==> src/rtl/cla_chunk_sequencer_if.sv <==
// ---------------------------------------------------------------------------
// cla_chunk_sequencer_if
// Handshake bundle for the chunked carry-lookahead add/sub sequencer.
//   Request side : io_in_valid/io_in_ready, operands io_in_a/io_in_b,
//                  io_in_cin (add carry-in), io_in_sub (1 = A - B).
//   Result side  : io_out_valid/io_out_ready, io_out_sum, io_out_cout,
//                  io_out_ovf (signed overflow), io_busy (BUSY or DONE).
// Modports: master = issuing stage / consumer, slave = the sequencer.
// ---------------------------------------------------------------------------
interface cla_chunk_sequencer_if #(
    parameter int WIDTH = 32
);
    logic             io_in_valid;
    logic             io_in_ready;
    logic [WIDTH-1:0] io_in_a;
    logic [WIDTH-1:0] io_in_b;
    logic             io_in_cin;
    logic             io_in_sub;
    logic             io_out_valid;
    logic             io_out_ready;
    logic [WIDTH-1:0] io_out_sum;
    logic             io_out_cout;
    logic             io_out_ovf;
    logic             io_busy;

    modport master (
        output io_in_valid, io_in_a, io_in_b, io_in_cin, io_in_sub, io_out_ready,
        input  io_in_ready, io_out_valid, io_out_sum, io_out_cout, io_out_ovf, io_busy
    );

    modport slave (
        input  io_in_valid, io_in_a, io_in_b, io_in_cin, io_in_sub, io_out_ready,
        output io_in_ready, io_out_valid, io_out_sum, io_out_cout, io_out_ovf, io_busy
    );
endinterface

==> src/rtl/cla_chunk_sequencer.sv <==
// ---------------------------------------------------------------------------
// cla_chunk_sequencer
// Multi-cycle WIDTH-bit adder/subtractor. One CHUNK-bit carry-lookahead slice
// is reused over NBEATS = WIDTH/CHUNK beats, LSB chunk first, with the
// inter-chunk carry held in a 1-bit register.
// Ports:
//   clock - rising-edge clock
//   reset - asynchronous active-high reset (also masks io_in_ready)
//   bus   - cla_chunk_sequencer_if.slave request/result handshake bundle
// Latency: accept at edge T, io_out_valid high after edge T+NBEATS.
// ---------------------------------------------------------------------------
module cla_chunk_sequencer #(
    parameter int WIDTH = 32,
    parameter int CHUNK = 8
) (
    input  logic                    clock,
    input  logic                    reset,
    cla_chunk_sequencer_if.slave    bus
);

    localparam int NBEATS = WIDTH / CHUNK;
    localparam int BW     = (NBEATS > 1) ? $clog2(NBEATS) : 1;

    typedef enum logic [1:0] {
        S_IDLE = 2'd0,
        S_BUSY = 2'd1,
        S_DONE = 2'd2
    } state_t;

    typedef struct packed {
        logic [CHUNK-1:0] sum;
        logic             cout;
        logic             gg;   // group generate (carry-in independent)
        logic             gp;   // group propagate
    } slice_t;

    // Carry-lookahead slice: every carry is formed directly from the bit
    // generate/propagate terms and the slice carry-in, no ripple chain.
    function automatic slice_t cla_slice(
        input logic [CHUNK-1:0] a,
        input logic [CHUNK-1:0] b,
        input logic             cin
    );
        logic [CHUNK-1:0] g;
        logic [CHUNK-1:0] p;
        logic [CHUNK:0]   c;
        logic             acc;
        logic             pp;
        slice_t           r;
        g    = a & b;
        p    = a ^ b;
        c    = {(CHUNK+1){1'b0}};
        c[0] = cin;
        acc  = 1'b0;
        pp   = 1'b1;
        for (int i = 0; i < CHUNK; i++) begin
            acc = g[i];
            pp  = p[i];
            for (int j = i - 1; j >= 0; j--) begin
                acc = acc | (pp & g[j]);
                pp  = pp & p[j];
            end
            c[i+1] = acc | (pp & cin);
        end
        // After the last iteration acc/pp span the whole slice.
        r.gg   = acc;
        r.gp   = pp;
        r.sum  = p ^ c[CHUNK-1:0];
        r.cout = c[CHUNK];
        return r;
    endfunction

    state_t           r_state;
    logic [WIDTH-1:0] r_a;
    logic [WIDTH-1:0] r_b;        // already inverted for subtraction
    logic             r_carry;
    logic [BW-1:0]    r_beat;
    logic [WIDTH-1:0] r_sum;
    logic             r_cout;
    logic             r_ovf;
    logic             r_out_valid;
    logic             r_busy;
    logic             r_in_ready;

    logic [CHUNK-1:0] w_slice_a;
    logic [CHUNK-1:0] w_slice_b;
    slice_t           w_slice;
    logic             w_last_beat;

    // Select the current chunk of the latched operands and evaluate the slice.
    always_comb begin
        w_slice_a   = r_a[r_beat*CHUNK +: CHUNK];
        w_slice_b   = r_b[r_beat*CHUNK +: CHUNK];
        w_slice     = cla_slice(w_slice_a, w_slice_b, r_carry);
        w_last_beat = (r_beat == BW'(NBEATS - 1));
    end

    // Control FSM with operand, carry, beat and result registers.
    always_ff @(posedge clock or posedge reset) begin
        if (reset) begin
            r_state     <= S_IDLE;
            r_a         <= {WIDTH{1'b0}};
            r_b         <= {WIDTH{1'b0}};
            r_carry     <= 1'b0;
            r_beat      <= {BW{1'b0}};
            r_sum       <= {WIDTH{1'b0}};
            r_cout      <= 1'b0;
            r_ovf       <= 1'b0;
            r_out_valid <= 1'b0;
            r_busy      <= 1'b0;
            r_in_ready  <= 1'b1;   // masked by reset at the output
        end else begin
            case (r_state)
                S_IDLE: begin
                    if (bus.io_in_valid) begin
                        r_a        <= bus.io_in_a;
                        r_b        <= bus.io_in_sub ? ~bus.io_in_b : bus.io_in_b;
                        r_carry    <= bus.io_in_sub ? 1'b1 : bus.io_in_cin;
                        r_beat     <= {BW{1'b0}};
                        r_state    <= S_BUSY;
                        r_busy     <= 1'b1;
                        r_in_ready <= 1'b0;
                    end else begin
                        r_state <= S_IDLE;
                    end
                end
                S_BUSY: begin
                    r_sum[r_beat*CHUNK +: CHUNK] <= w_slice.sum;
                    r_carry <= w_slice.gg | (w_slice.gp & r_carry);
                    if (w_last_beat) begin
                        r_beat      <= {BW{1'b0}};
                        r_cout      <= w_slice.cout;
                        r_ovf       <= (r_a[WIDTH-1] == r_b[WIDTH-1]) &&
                                       (w_slice.sum[CHUNK-1] != r_a[WIDTH-1]);
                        r_out_valid <= 1'b1;
                        r_state     <= S_DONE;
                    end else begin
                        r_beat <= r_beat + BW'(1);
                    end
                end
                S_DONE: begin
                    // New requests are ignored here; only the consumer moves us on.
                    if (bus.io_out_ready) begin
                        r_out_valid <= 1'b0;
                        r_busy      <= 1'b0;
                        r_in_ready  <= 1'b1;
                        r_state     <= S_IDLE;
                    end else begin
                        r_state <= S_DONE;
                    end
                end
                default: begin
                    r_state     <= S_IDLE;
                    r_out_valid <= 1'b0;
                    r_busy      <= 1'b0;
                    r_in_ready  <= 1'b1;
                end
            endcase
        end
    end

    // Reset gates io_in_ready combinationally so it drops the moment reset rises.
    assign bus.io_in_ready  = r_in_ready & ~reset;
    assign bus.io_out_valid = r_out_valid;
    assign bus.io_out_sum   = r_sum;
    assign bus.io_out_cout  = r_cout;
    assign bus.io_out_ovf   = r_ovf;
    assign bus.io_busy      = r_busy;

endmodule

==> src/flat_wrapper.sv <==
// flat-port wrapper written by rule: the top's interface ports become plain ports
module cla_chunk_sequencer_flat 
#(
    parameter int WIDTH = 32,
    parameter int CHUNK = 8
)
  (clock, reset, bus_io_in_valid, bus_io_in_a, bus_io_in_b, bus_io_in_cin, bus_io_in_sub, bus_io_out_ready, bus_io_in_ready, bus_io_out_valid, bus_io_out_sum, bus_io_out_cout, bus_io_out_ovf, bus_io_busy);
  cla_chunk_sequencer_if #(.WIDTH(WIDTH)) bus_i ();
  input  logic clock;
  input  logic reset;
  input wire logic [$bits(bus_i.io_in_valid)-1:0] bus_io_in_valid;
  input wire logic [$bits(bus_i.io_in_a)-1:0] bus_io_in_a;
  input wire logic [$bits(bus_i.io_in_b)-1:0] bus_io_in_b;
  input wire logic [$bits(bus_i.io_in_cin)-1:0] bus_io_in_cin;
  input wire logic [$bits(bus_i.io_in_sub)-1:0] bus_io_in_sub;
  input wire logic [$bits(bus_i.io_out_ready)-1:0] bus_io_out_ready;
  output wire logic [$bits(bus_i.io_in_ready)-1:0] bus_io_in_ready;
  output wire logic [$bits(bus_i.io_out_valid)-1:0] bus_io_out_valid;
  output wire logic [$bits(bus_i.io_out_sum)-1:0] bus_io_out_sum;
  output wire logic [$bits(bus_i.io_out_cout)-1:0] bus_io_out_cout;
  output wire logic [$bits(bus_i.io_out_ovf)-1:0] bus_io_out_ovf;
  output wire logic [$bits(bus_i.io_busy)-1:0] bus_io_busy;
  assign bus_i.io_in_valid = bus_io_in_valid;
  assign bus_i.io_in_a = bus_io_in_a;
  assign bus_i.io_in_b = bus_io_in_b;
  assign bus_i.io_in_cin = bus_io_in_cin;
  assign bus_i.io_in_sub = bus_io_in_sub;
  assign bus_i.io_out_ready = bus_io_out_ready;
  assign bus_io_in_ready = bus_i.io_in_ready;
  assign bus_io_out_valid = bus_i.io_out_valid;
  assign bus_io_out_sum = bus_i.io_out_sum;
  assign bus_io_out_cout = bus_i.io_out_cout;
  assign bus_io_out_ovf = bus_i.io_out_ovf;
  assign bus_io_busy = bus_i.io_busy;
  cla_chunk_sequencer #(.WIDTH(WIDTH), .CHUNK(CHUNK)) u_core (.clock(clock), .reset(reset), .bus(bus_i));
endmodule
==> config.mk <==
export PLATFORM = sky130hd
export DESIGN_NAME = cla_chunk_sequencer_flat
export DESIGN_NICKNAME = d
export VERILOG_FILES = /design/src/rtl/cla_chunk_sequencer_if.sv /design/src/rtl/cla_chunk_sequencer.sv /design/src/flat_wrapper.sv
export SDC_FILE = /design/constraint.sdc
export NUM_CORES = 1
export LEC_CHECK = 0
export BUFFER_PORTS_ARGS = -buffer_cell sky130_fd_sc_hd__buf_2
export CORE_MARGIN = 1
export CORE_UTILIZATION = 30
export DETAILED_ROUTE_END_ITERATION = 12
export GPL_TIMING_DRIVEN = 0
export HOLD_SLACK_MARGIN = 0.02
export SLEW_MARGIN = 20
export SYNTH_ARGS = -nofsm -noshare
export SYNTH_HDL_FRONTEND = slang
export SYNTH_SLANG_ARGS = --single-unit
==> constraint.sdc <==
create_clock -name clock -period 4.2 [get_ports clock]
set_input_delay 0.63 -clock clock [delete_from_list [all_inputs] [get_ports clock]]
set_output_delay 0.63 -clock clock [all_outputs]
set_load 0.02 [all_outputs]
==> flow_metrics.tcl, run 1 <==
set metrics [dict create \
    run_status "finished, final reports clean" \
    cts-root-to-sink-buffers 2 \
    min_hold_slack_ns 0.230 \
    ff2ff_setup_slack_ns 0.38 \
    data_arrival_critical_path_ns 4.05 \
    num_vias 3514 \
    die_area_um2 17300 \
    final_period_minus_worst_setup_slack_ns 3.82 \
    postSynthAreaPerCell_um2 12.8 \
    cts_repair_resize_count 0 \
    detailed_place.area_um2 5850 \
    synthCells 393 \
    rr_endpoint "u_core.bus.io_out_ovf$_DFFE_PP0P_" \
    die_height_um 131 \
    worstSetupPathType "flop to flop" \
    floorplan.initialDensity 0.311 \
    wire_per_inst_um 17.0 \
    regToRegStartpoint "u_core.r_beat[1]$_DFFE_PP0P_" \
    internal_power_summed_over_all_cells_mw 3.25 \
    globalplace.congestion 0.777 \
    floorplan.core_area_um2 16100 \
    ys_top_cells_by_area "sky130_fd_sc_hd__dfrtp_1 52%, sky130_fd_sc_hd__mux4_2 7.2%, sky130_fd_sc_hd__mux2_2 6.5%" \
    count_of_endpoints_failing_hold_in_the_final_timing_report 0 \
    irDropWorstVdd_v 0.000573 \
    maximum_number_of_pins_on_one_net_before_global_route_repair 81 \
    drt_pass1_iterations 4 \
    std_cell_rows 46 \
    cts_root_buffer "sky130_fd_sc_hd__clkbuf_16" \
    netlist_area_um2 5020 \
    power_frac_clock 0.164 \
    portion_of_total_power_attributed_to_sequential_cells 0.302 \
    total_power_mw 5.70 \
    post-cts-setup-buffers 0 \
    clkLatencyLatePin_ns 0.35 \
    clock_tree_from_tritoncts "built" \
    numCtsBuffers 9 \
    drt_wl_total_mm 12.4 \
    post-route-worst-setup-slack_ns 0.383 \
    final_max_slew_viol_count 0 \
    syn2layout_area_growth_pct 23.1 \
    antenna-diode-count 0 \
    initial_antenna_violation_count 1 \
    async_flop_share 1.00 \
    drt_iter0_drc 222 \
    relSlewSlack 0.466 \
    synthDistinctLibCells 44 \
    drtAntennaViolNets 0 \
    globalRouteOverflowTotal 0 \
    postLayoutCellArea_um2 6180 \
    die_width_um 131 \
    power_switching_share 0.430 \
    drc 0 \
    preCtsSetupSlack_ns 0.425 \
    static_power_due_to_leakage_nw 2.79 \
    finalSetupViolations 0 \
    vias_per_cell 4.81 \
    unrepaired_setup_endpoints_after_global_routing "false" \
    yosys_register_bits 106 \
    holdBufCountCts 0 \
    cap_viol_max_count 0 \
    fin_crit_sh 0.909 \
    grt_first_pass_wirelength_mm 20.4 \
    netSwitchingPower_mw 2.45 \
    grt_util_all_layers 0.154 \
    dp.final_hpwl_mm 9.32 \
    vias_in_the_first_global_route 3742 \
    synth_common_cells "105 x sky130_fd_sc_hd__dfrtp_1, 41 x sky130_fd_sc_hd__a21oi_1, 35 x sky130_fd_sc_hd__nor2_1, 35 x sky130_fd_sc_hd__xnor2_1, 32 x sky130_fd_sc_hd__a22o_1" \
    warning_count_from_the_yosys_run 0 \
    timing.hold.worst.class "input port to asynchronous set/reset pin" \
    power.density_nw_per_um2 923 \
    count_of_boundary_i_o_pins 107 \
    r2r_cells 9 \
    synth-edff-count 0 \
    final_nets 595 \
    timing.clock.skew_ns 0.0101 \
    timing.critical_path.required_ns 4.43 \
    netlist.area_leader.share 0.524 \
    max_freq_mhz 262 \
    cts.htree.levels 3 \
    top_count_cell_post_synth "sky130_fd_sc_hd__dfrtp_1" \
    tritoncts_num_sinks 106 \
    cp_max_fo 10 \
    power.combinational.fraction 0.534 \
    clkSlewWorstSetupHoldPaths_ns 0.07 \
    max_slew.worst_pin.slew_ns 0.800 \
    worst_setup_path_end_kind "flop" \
    buffer_ports.inserted 105 \
    cp-start-kind "flop" \
    synth.net_count 478 \
    layout-drive-gt1-share 0.375 \
    postSynth.topFlopCell "sky130_fd_sc_hd__dfrtp_1" \
    post-synth-top-area-cell "sky130_fd_sc_hd__dfrtp_1" \
    ys_seq_area_frac 0.529 \
]
-- worst max path at each step --
| stage | cells after the start | startpoint | endpoint |
|---|---|---|---|
| after global placement | 2 | reset | u_core.r_b[24]$_DFFE_PP0P_ |
| after CTS | 9 | u_core.r_beat[1]$_DFFE_PP0P_ | u_core.bus.io_out_ovf$_DFFE_PP0P_ |
| after floorplan | 1 | reset | u_core.bus.io_busy$_DFFE_PP0P_ |
| after detailed placement | 9 | u_core.r_beat[1]$_DFFE_PP0P_ | u_core.bus.io_out_ovf$_DFFE_PP0P_ |
| after global routing | 9 | u_core.r_beat[1]$_DFFE_PP0P_ | u_core.bus.io_out_ovf$_DFFE_PP0P_ |
| final | 9 | u_core.r_beat[1]$_DFFE_PP0P_ | u_core.bus.io_out_ovf$_DFFE_PP0P_ |
-- power groups by stage --
stage	Clock [mW]	Sequential, mW	Combinational, mW
floorplan	0	1.78	2.13
global placement	0	1.71	3.00
detailed placement	0	1.74	3.08
CTS	0.961	1.72	3.08
global route	0.994	1.79	3.36
finish	0.935	1.72	3.05
-- kinds of logic after synthesis --
group	after synthesis	share of synthesized area
buf+inv	26	0.0222
compound gates	88	0.119
xor+xnor	37	0.0646
mux	48	0.144
fa+ha+maj	15	0.0389
flops	106	0.529
simple gates	73	0.0833
-- worst max-delay path, cell delays in order, from the launching register on --
cell                       delay, ns
sky130_fd_sc_hd__dfrtp_1        0.41
sky130_fd_sc_hd__clkbuf_1       0.49
sky130_fd_sc_hd__clkbuf_1       0.67
sky130_fd_sc_hd__mux4_2         0.46
sky130_fd_sc_hd__ha_1           0.37
sky130_fd_sc_hd__a21oi_1        0.20
sky130_fd_sc_hd__a21oi_1        0.12
sky130_fd_sc_hd__o31ai_1        0.48
sky130_fd_sc_hd__a21oi_1        0.12
sky130_fd_sc_hd__or3b_1         0.37
-- area by class of cell --
type	instances	area [um2]
tap	216	270
buffer	20	88.8
clock inverter	7	106
clock buffer	9	225
timing repair buffer	106	553
fill	1598	9940
multi-input combinational	261	2250
sequential	106	2650
inverter	6	27.5
-- metrics by stage --
| step | cells | util | setup TNS (ns) |
|---|---|---|---|
| finish | 731 | 0.383 | 0 |
| global route | 731 | 0.383 | 0 |
| CTS | 731 | 0.383 | 0 |
| detailed placement | 715 | 0.363 | 0 |
| global placement | 714 | 0.361 | -26.32 |
| floorplan | 393 | - | 0 |
-- cells in the final DEF, fill, tap and decap left out, types with 2 or more instances in the layout --
cell	instances
sky130_fd_sc_hd__nand2_2	3
sky130_fd_sc_hd__mux2_1	3
sky130_fd_sc_hd__o21ai_0	3
sky130_fd_sc_hd__inv_1	5
sky130_fd_sc_hd__a21o_1	2
sky130_fd_sc_hd__xor2_1	2
sky130_fd_sc_hd__bufinv_16	2
sky130_fd_sc_hd__nor4b_4	3
sky130_fd_sc_hd__nand2_1	11
sky130_fd_sc_hd__inv_6	4
sky130_fd_sc_hd__o31ai_1	3
sky130_fd_sc_hd__dfrtp_1	105
sky130_fd_sc_hd__nor2_1	35
sky130_fd_sc_hd__a21oi_1	41
sky130_fd_sc_hd__clkbuf_16	9
sky130_fd_sc_hd__buf_2	116
sky130_fd_sc_hd__mux4_2	16
sky130_fd_sc_hd__clkbuf_1	8
sky130_fd_sc_hd__nor3_1	4
sky130_fd_sc_hd__mux2_2	29
sky130_fd_sc_hd__a22o_1	32
sky130_fd_sc_hd__nor2b_1	3
sky130_fd_sc_hd__ha_1	14
sky130_fd_sc_hd__nand2b_1	2
sky130_fd_sc_hd__xnor2_1	35
-- flip-flops by register name, indices dropped and copies added, names as in the netlist --
name,cells
u_core.r_beat,2
u_core.r_state,2
u_core.r_carry,1
u_core.r_b,32
u_core.r_in_ready,1
u_core.bus.io_out_ovf,1
u_core.bus.io_out_valid,1
u_core.bus.io_out_cout,1
u_core.bus.io_out_sum,32
u_core.bus.io_busy,1
u_core.r_a,32
-- metal layers --
metal / wire (um) / GRT usage / share of wire / up-vias
met1: 5660 / 0.209 / 0.45 / 1730
met2: 5900 / 0.244 / 0.47 / 118
met5: 0 / 0 / 0 / -
li1: - / - / - / 1654
met3: 740 / 0.0320 / 0.059 / 12
met4: 143 / 0.0484 / 0.011 / 0
(Power assumes the default switching activity.)
==> run 2, diff against run 1 <==
- PLACE_DENSITY: unset -> 0.49
==> flow_metrics.tcl, run 2 (synthesis results as in run 1) <==
set metrics [dict create \
    run_status "finished, final reports clean" \
    cp-start-kind "flop" \
    data_arrival_critical_path_ns 4.02 \
    r2r_cells 9 \
    dp.final_hpwl_mm 9.39 \
    floorplan.core_area_um2 16100 \
    drt_iter0_drc 125 \
    relSlewSlack 0.475 \
    place.detailed.instances 715 \
    initial_antenna_violation_count 0 \
    cap_viol_max_count 0 \
    globalRouteOverflowTotal 0 \
    static_power_due_to_leakage_nw 2.77 \
    critical_path.n_buffers_inverters 2 \
    final_period_minus_worst_setup_slack_ns 3.78 \
    mostFrequentLayoutCell "sky130_fd_sc_hd__buf_2" \
    min_hold_slack_ns 0.302 \
    preCtsSetupSlack_ns 0.420 \
    post-route-worst-setup-slack_ns 0.418 \
    crit_chain "clkbuf_1, clkbuf_1, mux4_2, ha_1, a21oi_1, a21oi_1, o31ai_1, a21oi_1, or3b_1" \
    cp_slowest_cell "sky130_fd_sc_hd__clkbuf_1" \
    fin_crit_sh 0.900 \
    cts-root-to-sink-buffers 2 \
    drt_wl_total_mm 12.7 \
    detailed_place.area_um2 5850 \
    num_vias 3518 \
    floorplan.initialDensity 0.311 \
    count_of_boundary_i_o_pins 107 \
    die_width_um 131 \
    cpLargestDelayFamily "buffers and inverters" \
    finalSetupViolations 0 \
    post_layout_instance_count_excluding_filler_cells 731 \
    die_height_um 131 \
    antenna-diode-count 0 \
    max_stage_delay_ns 0.62 \
    postLayoutCellArea_um2 6150 \
    buffer_ports.inserted 105 \
    die_area_um2 17300 \
    total_power_mw 5.65 \
    holdBufCountCts 0 \
    cts_root_buffer "sky130_fd_sc_hd__clkbuf_16" \
    numCtsBuffers 9 \
    unrepaired_setup_endpoints_after_global_routing "false" \
    timing.critical_path.required_ns 4.43 \
    regToRegStartpoint "u_core.r_beat[1]$_DFFE_PP0P_" \
    final_cell_mix "116 x sky130_fd_sc_hd__buf_2, 105 x sky130_fd_sc_hd__dfrtp_1, 41 x sky130_fd_sc_hd__a21oi_1" \
    layout.core_utilization 0.381 \
    worst_setup_path_end_kind "flop" \
    timing.clock.skew_ns 0.00548 \
    clkLatencyLatePin_ns 0.35 \
    max_slew.worst_pin.slew_ns 0.787 \
    irDropWorstVdd_v 0.000444 \
    syn2layout_area_growth_pct 22.5 \
    power.density_nw_per_um2 919 \
    rr_endpoint "u_core.bus.io_out_ovf$_DFFE_PP0P_" \
    final_nets 595 \
    cts_repair_resize_count 0 \
    cts.htree.levels 3 \
    worstSetupPathType "flop to flop" \
    final_max_slew_viol_count 0 \
    globalplace.congestion 0.758 \
    worst_path_most_repeated_cell "sky130_fd_sc_hd__a21oi_1" \
    ff2ff_setup_slack_ns 0.42 \
    max_freq_mhz 264 \
    drtAntennaViolNets 0 \
    cp_max_fo 10 \
    clkSlewWorstSetupHoldPaths_ns 0.07 \
    vias_per_cell 4.81 \
    clock_tree_from_tritoncts "built" \
    drt_pass1_iterations 4 \
    count_of_endpoints_failing_hold_in_the_final_timing_report 0 \
    timing.hold.worst.class "input port to asynchronous set/reset pin" \
    grt_util_all_layers 0.154 \
    std_cell_rows 46 \
    drc 0 \
    vias_in_the_first_global_route 3644 \
    wire_per_inst_um 17.4 \
    grt_first_pass_wirelength_mm 20.3 \
    layout-drive-gt1-share 0.375 \
    tritoncts_num_sinks 106 \
    post-cts-setup-buffers 0 \
    finalSetupTns_ns 0 \
    maximum_number_of_pins_on_one_net_before_global_route_repair 63 \
]
run 2: final cells by class:
class	count	area, um2
fill	1588	9970
inverter	6	27.5
clock buffer	9	225
tap	216	270
multi-input combinational	261	2250
timing repair buffer	106	553
buffer	20	88.8
clock inverter	7	75.1
sequential	106	2650
run 2: power breakdown:
group          internal (mW)  total (mW)  switching, mW
combinational           1.26        3.07           1.81
clock                  0.468       0.862          0.394
sequential              1.46        1.72          0.258
total                   3.19        5.65           2.46
run 2: layer usage:
layer,share of wire,GRT usage,routed length (um),vias up
met5,0,0,0,-
met4,0.022,0.0614,278,0
met3,0.046,0.0340,585,16
met2,0.46,0.240,5850,96
met1,0.47,0.208,6000,1748
li1,-,-,-,1658
run 2: worst max path at each step:
stage                     cells past startpoint                          from                                 to
after global routing                          9  u_core.r_beat[1]$_DFFE_PP0P_  u_core.bus.io_out_ovf$_DFFE_PP0P_
final                                         9  u_core.r_beat[1]$_DFFE_PP0P_  u_core.bus.io_out_ovf$_DFFE_PP0P_
after floorplan                               1                         reset     u_core.bus.io_busy$_DFFE_PP0P_
after global placement                        2                         reset         u_core.r_b[19]$_DFFE_PP0P_
after detailed placement                      9  u_core.r_beat[1]$_DFFE_PP0P_  u_core.bus.io_out_ovf$_DFFE_PP0P_
after CTS                                     9  u_core.r_beat[1]$_DFFE_PP0P_  u_core.bus.io_out_ovf$_DFFE_PP0P_
run 2: worst register-to-register path: stages (launching register included):
cell and delay [ns]:
sky130_fd_sc_hd__dfrtp_1 0.41, sky130_fd_sc_hd__clkbuf_1 0.49, sky130_fd_sc_hd__clkbuf_1 0.62, sky130_fd_sc_hd__mux4_2 0.46, sky130_fd_sc_hd__ha_1 0.37, sky130_fd_sc_hd__a21oi_1 0.21
sky130_fd_sc_hd__a21oi_1 0.12, sky130_fd_sc_hd__o31ai_1 0.51, sky130_fd_sc_hd__a21oi_1 0.12, sky130_fd_sc_hd__or3b_1 0.36
